File: src/rtl/mips_id_regfile_sb.sv
// mips_id_regfile_sb: ID-stage register file with two writeback ports and a
// per-register pending-write scoreboard. Register 0 is hardwired to zero and
// indices >= NREG read as zero and ignore writes/issues.
// Optional feature: define MIPS_RF_BYPASS_EN to forward same-cycle writeback
// data (and clear the busy flag) onto matching read ports.

// One architectural register plus its pending bit.
module mips_id_regfile_cell #(
    parameter int DW  = 32,
    parameter int AW  = 5,
    parameter int IDX = 1
) (
    input  logic          clk,
    input  logic          rst_n,
    input  logic          wb0_en,
    input  logic [AW-1:0] wb0_idx,
    input  logic [DW-1:0] wb0_dat,
    input  logic          wb1_en,
    input  logic [AW-1:0] wb1_idx,
    input  logic [DW-1:0] wb1_dat,
    input  logic          iss_en,
    input  logic [AW-1:0] iss_idx,
    input  logic          flush,
    output logic [DW-1:0] q,
    output logic          pend
);
    localparam logic [AW-1:0] MY_IDX = AW'(IDX);

    logic hit0, hit1, hit_iss;

    assign hit0    = wb0_en && (wb0_idx == MY_IDX);
    assign hit1    = wb1_en && (wb1_idx == MY_IDX);
    assign hit_iss = iss_en && (iss_idx == MY_IDX);

    // Data: wb1 wins when both ports target this register; flush does not block writes.
    always_ff @(posedge clk or negedge rst_n) begin
        if (!rst_n)
            q <= '0;
        else if (hit1)
            q <= wb1_dat;
        else if (hit0)
            q <= wb0_dat;
    end

    // Pending: a new producer beats flush, flush beats the writeback clear.
    always_ff @(posedge clk or negedge rst_n) begin
        if (!rst_n)
            pend <= 1'b0;
        else if (hit_iss)
            pend <= 1'b1;
        else if (flush)
            pend <= 1'b0;
        else if (hit0 || hit1)
            pend <= 1'b0;
    end
endmodule

// One combinational read port over the stored state.
module mips_id_regfile_rd #(
    parameter int DW   = 32,
    parameter int AW   = 5,
    parameter int NREG = 32
) (
    input  logic [AW-1:0]            idx,
    input  logic [NREG-1:0][DW-1:0]  regs_q,
    input  logic [NREG-1:0]          pend_q,
`ifdef MIPS_RF_BYPASS_EN
    input  logic                     wb0_en,
    input  logic [AW-1:0]            wb0_idx,
    input  logic [DW-1:0]            wb0_dat,
    input  logic                     wb1_en,
    input  logic [AW-1:0]            wb1_idx,
    input  logic [DW-1:0]            wb1_dat,
    input  logic                     iss_en,
    input  logic [AW-1:0]            iss_idx,
`endif
    output logic [DW-1:0]            dat,
    output logic                     busy
);
    logic [DW-1:0] st_dat;
    logic          st_busy;

    // Stored-state lookup; indices with no matching entry (>= NREG) fall through to zero.
    always_comb begin
        st_dat  = '0;
        st_busy = 1'b0;
        for (int i = 0; i < NREG; i++) begin
            if (idx == AW'(i)) begin
                st_dat  = regs_q[i];
                st_busy = pend_q[i];
            end
        end
    end

`ifdef MIPS_RF_BYPASS_EN
    localparam logic [AW:0] NREG_L = (AW+1)'(NREG);

    logic in_rng, hit0, hit1, hit_iss;

    assign in_rng  = (idx != '0) && ({1'b0, idx} < NREG_L);
    assign hit0    = wb0_en && (wb0_idx == idx);
    assign hit1    = wb1_en && (wb1_idx == idx);
    assign hit_iss = iss_en && (iss_idx == idx);

    // Forward in-flight writeback; busy drops unless a new producer targets the same reg.
    always_comb begin
        dat  = st_dat;
        busy = st_busy;
        if (in_rng && (hit0 || hit1)) begin
            dat  = hit1 ? wb1_dat : wb0_dat;
            busy = hit_iss ? st_busy : 1'b0;
        end
    end
`else
    assign dat  = st_dat;
    assign busy = st_busy;
`endif
endmodule

// Top: register array, read ports and aggregate busy.
module mips_id_regfile_sb #(
    parameter int DW   = 32,
    parameter int AW   = 5,
    parameter int NREG = 32,   // must not exceed 2**AW
    parameter int NRD  = 2
) (
    input  logic              clk,
    input  logic              rst_n,
    input  logic [NRD*AW-1:0] rd_idx,
    output logic [NRD*DW-1:0] rd_dat,
    output logic [NRD-1:0]    rd_busy,
    input  logic              wb0_en,
    input  logic [AW-1:0]     wb0_idx,
    input  logic [DW-1:0]     wb0_dat,
    input  logic              wb1_en,
    input  logic [AW-1:0]     wb1_idx,
    input  logic [DW-1:0]     wb1_dat,
    input  logic              iss_en,
    input  logic [AW-1:0]     iss_idx,
    input  logic              flush,
    output logic              any_busy
);
    logic [NREG-1:0][DW-1:0] regs_q;
    logic [NREG-1:0]         pend_q;

    // Register 0 has no storage: it always reads zero and is never pending.
    assign regs_q[0] = '0;
    assign pend_q[0] = 1'b0;

    generate
        for (genvar i = 1; i < NREG; i++) begin : g_reg
            mips_id_regfile_cell #(.DW(DW), .AW(AW), .IDX(i)) u_cell (
                .clk     (clk),
                .rst_n   (rst_n),
                .wb0_en  (wb0_en),
                .wb0_idx (wb0_idx),
                .wb0_dat (wb0_dat),
                .wb1_en  (wb1_en),
                .wb1_idx (wb1_idx),
                .wb1_dat (wb1_dat),
                .iss_en  (iss_en),
                .iss_idx (iss_idx),
                .flush   (flush),
                .q       (regs_q[i]),
                .pend    (pend_q[i])
            );
        end

        for (genvar k = 0; k < NRD; k++) begin : g_rd
            mips_id_regfile_rd #(.DW(DW), .AW(AW), .NREG(NREG)) u_rd (
                .idx     (rd_idx[k*AW +: AW]),
                .regs_q  (regs_q),
                .pend_q  (pend_q),
`ifdef MIPS_RF_BYPASS_EN
                .wb0_en  (wb0_en),
                .wb0_idx (wb0_idx),
                .wb0_dat (wb0_dat),
                .wb1_en  (wb1_en),
                .wb1_idx (wb1_idx),
                .wb1_dat (wb1_dat),
                .iss_en  (iss_en),
                .iss_idx (iss_idx),
`endif
                .dat     (rd_dat[k*DW +: DW]),
                .busy    (rd_busy[k])
            );
        end
    endgenerate

    // Any outstanding producer anywhere in the file.
    assign any_busy = |pend_q;
endmodule
File: config.mk
export PLATFORM = sky130hd
export DESIGN_NAME = mips_id_regfile_sb
export DESIGN_NICKNAME = d
export VERILOG_FILES = /design/src/rtl/mips_id_regfile_sb.sv
export SDC_FILE = /design/constraint.sdc
export NUM_CORES = 2
export LEC_CHECK = 0
export CAP_MARGIN = 20
export CORE_UTILIZATION = 34
export DETAILED_ROUTE_END_ITERATION = 6
export PLACE_DENSITY = 0.54
export SETUP_SLACK_MARGIN = 0.02
export SYNTH_ARGS = -nofsm -noshare
export SYNTH_HDL_FRONTEND = slang
export SYNTH_SLANG_ARGS = --single-unit
File: constraint.sdc
create_clock -name clk -period 10.4 [get_ports clk]
set_clock_uncertainty 0.05 [all_clocks]
set_input_delay 2.6 -clock clk [delete_from_list [all_inputs] [get_ports clk]]
set_output_delay 2.6 -clock clk [all_outputs]
set_load 0.03 [all_outputs]
[After elaboration in Yosys (flattened, before gate mapping)]
Index checks and enable logic that the tools add are counted.
Cells by class
  eq/ne operators: 155
  multiplexer cells: 279
  reduce and logical (&&, ||, !) cells: 187
Operator list (count)
  32-bit 2-to-1 mux: 124
  5-bit equality test (second input constant): 80
  5-bit by 4-bit equality test with 1-bit output (second input constant): 40
  1-bit 2-to-1 mux: 155
  5-bit by 3-bit equality test with 1-bit output (second input constant): 20
  1-bit logical AND: 93
  3-bit nonzero test: 31
  2-bit nonzero test: 31
  5-bit by 2-bit equality test with 1-bit output (second input constant): 10
  1-bit logical OR: 31
  31-bit OR reduction: 1
  5-bit by 1-bit equality test with 1-bit output (second input constant): 5
Word-level totals
  flip-flop bits (word level): 1023
  bits of input ports: 95
  output and inout bits: 67

[Longest topological paths before layout]
  depth in word-level cells: 32
  depth in mapped cells: 12

[Cells and area by module]
From an unflattened synthesis, not the netlist that was laid out.
Second synthesis, totals
  cells, all modules: 9322
  area, all modules: 76449.6 µm²
Modules (own cells, without submodules)
  mips_id_regfile_rd: instances 2, cells an instance 1572, area each 10433.8 µm²
  mips_id_regfile_cell (g_reg[21].u_cell ...): instances 4, cells an instance 201, area each 1830.5 µm²
  mips_id_regfile_cell (g_reg[10].u_cell ...): instances 4, cells an instance 199, area each 1741.7 µm²
  mips_id_regfile_cell (g_reg[1].u_cell ...): instances 2, cells an instance 200, area each 1904.3 µm²
  mips_id_regfile_cell (g_reg[11].u_cell ...): instances 2, cells an instance 200, area each 1888.1 µm²
  mips_id_regfile_cell (g_reg[4].u_cell ...): instances 2, cells an instance 200, area each 1850.5 µm²
  mips_id_regfile_cell (g_reg[23].u_cell ...): instances 2, cells an instance 201, area each 1796.7 µm²
  mips_id_regfile_cell (g_reg[17].u_cell ...): instances 2, cells an instance 197, area each 1776.7 µm²
  mips_id_regfile_cell (g_reg[29].u_cell ...): instances 2, cells an instance 197, area each 1764.2 µm²
  mips_id_regfile_cell (g_reg[20].u_cell ...): instances 2, cells an instance 198, area each 1744.2 µm²
  mips_id_regfile_cell (g_reg[13].u_cell ...): instances 2, cells an instance 198, area each 1722.9 µm²
  mips_id_regfile_cell (g_reg[19].u_cell): instances 1, cells an instance 199, area each 1906.8 µm²
  mips_id_regfile_cell (g_reg[16].u_cell): instances 1, cells an instance 198, area each 1760.4 µm²
  mips_id_regfile_cell (g_reg[15].u_cell): instances 1, cells an instance 197, area each 1742.9 µm²
  +5 rows

[Worst setup path after synthesis]
OpenSTA, ideal clock, no wires.
  path kind: input to output
  start point: in rd_idx[5]
  end point: out rd_dat[36]
  data arrival time: 4848 ps
  setup slack: 2902 ps
  stages: 9
  path through: buf_4 > buf_4 > buf_4 > buf_4 > buf_2 > nor2_1 > o21ai_0 > o21ai_0 > o311ai_0
Between the ends
  word-level cells in the longest chain between the ends: 32
Ends and longest elaborated chain
  start: declaration: line 129  | input logic [NRD*AW-1:0] rd_idx,
  5-bit by 1-bit equality test with 1-bit output: line 88  | if (idx == AW'(i)) begin
  32-bit 2-to-1 mux (30 in a row): line 88
  32-bit 2-to-1 mux *: line 88
  end: declaration: line 130  | output logic [NRD*DW-1:0] rd_dat,
Every way passes the cells marked *; elsewhere a longest branch is shown, timed or not.

[Worst setup path after layout]
  start point: in rd_idx[9]
  end point: out rd_dat[52]
Same word-level chain as after synthesis.

==> results.py <==
metrics = {
    "die": {
        "die_area_sq_mm": 0.197,
        "ioPinCount": 162,
        "placementRows": 161,
        "die_w_microns": 444,
        "die_h_microns": 444,
        "core_sq_mm": 0.193,
        "start_util": 0.344,
    },
    "sta": {
        "finalSetupTns_ns": 0,
        "setup_viol": 0,
        "min_period_ns": 10.20,
        "final_max_slew_viol_count": 0,
        "max_slew_margin": 0.127,
        "worst_pin_slew_ns": 1.30,
        "period_share": 0.981,
        "rsz0062_at_grt": "false",
        "hold_slack_ns": 0.545,
        "hold_violations": 0,
        "fmax_ghz": 0.0980,
    },
    "clock_tree": {
        "cts-root-buf": "clkbuf_16",
        "ctsHoldBuffers": 0,
        "cts_max_path_buffers": 3,
        "clock_latency_ns": 0.80,
        "clk_pin_slew_ns": 0.05,
        "cts_tree": "built",
        "post_cts_buffers": 0,
        "cts_buffers": 131,
        "htree_levels": 4,
        "cts_sinks": 1023,
        "cts_resized": 0,
    },
    "finish": {
        "area_delta_synth_final_pct": 13.6,
        "nNetsFinal": 7770,
        "drive_gt1_frac": 0.111,
        "fin_area_sq_mm": 0.0755,
        "layout_commonest_cell": "mux2i_1",
        "fin_cells": 10300,
        "finish.utilization": 0.390,
        "layout_common_cells": "1,103 x mux2i_1, 1,023 x dfrtp_1, 878 x a21oi_1",
    },
    "logic_synthesis": {
        "avgSynthCellArea_sq_um": 8.50,
        "synth_fp_nets": 7915,
        "ys_seq_elements": 1023,
        "yosysSeqAreaShare": 0.385,
        "syn_area_sq_mm": 0.0664,
        "synth_ff_type": "dfrtp_1",
        "synth_top_cell_area_share": 0.385,
        "syn_inst": 7820,
        "yosysWarnings": 0,
        "synth_largest_area_cell": "dfrtp_1",
        "async_flop_share": 1.00,
        "synth_area_leaders": "dfrtp_1 39%, mux2i_1 17%, a21oi_1 6.6%, o21ai_0 6.6%, nor2_1 4.7%",
        "yosysUniqueCellTypes": 92,
        "synth-edff-count": 0,
    },
    "power_and_ir_drop": {
        "power_frac_seq": 0.446,
        "p_per_area_mw_per_mm2": 190,
        "clkPwrFrac": 0.325,
        "sw_frac_of_total": 0.375,
        "internal_power_mw": 8.96,
        "max-vdd-ir-drop_uv": 165,
        "p_leak_nw": 31.6,
        "p_sw_mw": 5.37,
        "p_comb_frac": 0.229,
    },
    "routing": {
        "drt-pass1-iter-count": 7,
        "drtIter0Drc": 12200,
        "totalWireLength_mm": 409,
        "viasPerCell": 6.79,
        "wl_per_cell_microns": 39.7,
        "route.detailed.drc": 0,
        "ant_nets": 0,
        "vias": 70100,
    },
    "grt": {
        "antenna_found_initial": 22,
        "grt_pass1_wl_mm": 555,
        "grt_pass1_vias": 63700,
        "track_usage": 0.402,
        "grt_max_degree": 154,
        "grt_remaining_overflow": 0,
    },
    "critical_path": {
        "timing.rr.start": "g_reg[15].u_cell.pend",
        "cp-startpoint": "rd_idx[9]",
        "worstPathArrival_ns": 7.55,
        "crit_path_max_fanout": 36,
        "r2r_setup_slack_ns": 9.19,
        "cp-end-kind": "output port",
        "cp-endpoint": "rd_dat[52]",
        "critPathLaunchType": "primary input",
        "worst-setup-path-type": "primary input to output port",
        "crit_required_ns": 7.75,
        "r2r_end": "g_reg[15].u_cell.pend",
        "ff2ff_path_depth": 3,
    },
    "place": {
        "dp.final_hpwl_mm": 280,
        "gp_congestion": 1.08,
        "dp.cells": 10100,
        "place_area_sq_mm": 0.0712,
        "place.port_buffers": 161,
    },
    "min_path": {
        "hold_path_class": "register to register",
    },
    "flow_run": {
        "cap_violations": 0,
    },
    "status": {
        "run_status": "complete, no violations",
    },
}
==> final cells by class <==
| type | count | area (sq um) |
|---|---|---|
| fill | 19700 | 118000 |
| sequential | 1023 | 25600 |
| clock inverter | 42 | 478 |
| antenna | 27 | 67.6 |
| timing repair buffer | 582 | 4970 |
| clock buffer | 185 | 3730 |
| tap | 2526 | 3160 |
| multi-input combinational | 5911 | 37400 |
| inverter | 26 | 98.8 |
==> through the flow <==
stage          setup WS (ns)  power, mW
6_report               0.197       14.3
3_3_place_gp           0.669       9.43
5_1_grt                0.440       14.7
4_1_cts                0.677       14.1
3_5_place_dp           0.707       9.51
2_1_floorplan           2.90       7.67
==> metal layers <==
layer  track usage  wire [microns]  vias up
met5             0              48        -
met2         0.564          165000     5959
met4         0.239           29400        8
met1         0.534          161000    34700
met3         0.131           53900     1285
li1              -               -    28100
==> synth_stat cells, types with 37 or more instances <==
cell,instances
buf_2,248
a211oi_1,53
a221oi_1,50
a22oi_1,150
buf_4,56
mux2i_1,1103
o22ai_1,227
dfrtp_1,1023
nor3_1,79
a21oi_1,878
a31oi_1,52
nor2b_1,56
mux2_2,68
o211ai_1,37
o221ai_1,52
o21ai_0,873
nand3_1,88
buf_1,52
nand2_1,728
nor2_1,840
clkbuf_1,497
==> kinds of logic after synthesis <==
group | count (synthesis) | synth area share
compound gates | 2671 | 0.238
simple gates | 2057 | 0.137
mux | 1183 | 0.182
flops | 1023 | 0.385
buf+inv | 886 | 0.0587
==> state kept, by name, indices dropped and copies added, names as in the netlist <==
signal / count
g.u_cell.q: 992
g.u_cell.pend: 31
==> critical path, cell delays in order <==
cell             delay, ns
buf_2                 0.89
or3b_2                0.79
nor2_1                0.74
a22o_1                0.27
a211oi_1              0.11
o221a_2               0.22
a21oi_1               0.87
or3_1                 0.28
clkdlybuf4s50_1       0.69
==> worst min-delay path by stage <==
stage                     cells past startpoint                    from  slack [ns]                     end
after floorplan                               2   g_reg[20].u_cell.pend        0.48   g_reg[20].u_cell.pend
after global placement                        2  g_reg[10].u_cell.q[30]        0.52  g_reg[10].u_cell.q[30]
after detailed placement                      2  g_reg[10].u_cell.q[30]        0.52  g_reg[10].u_cell.q[30]
after CTS                                     2   g_reg[18].u_cell.q[1]        0.55   g_reg[18].u_cell.q[1]
after global routing                          2  g_reg[20].u_cell.q[22]        0.58  g_reg[20].u_cell.q[22]
final                                         2    g_reg[3].u_cell.q[6]        0.55    g_reg[3].u_cell.q[6]
==> power by group through the flow <==
stage	Combinational [mW]	Clock [mW]	Sequential, mW
6_report	3.28	4.65	6.39
5_1_grt	3.47	4.82	6.43
4_1_cts	3.17	4.67	6.29
3_5_place_dp	3.17	0	6.34
3_3_place_gp	3.10	0	6.33
2_1_floorplan	2.01	0	5.66
No activity file was read; power rests on OpenSTA's default activity.
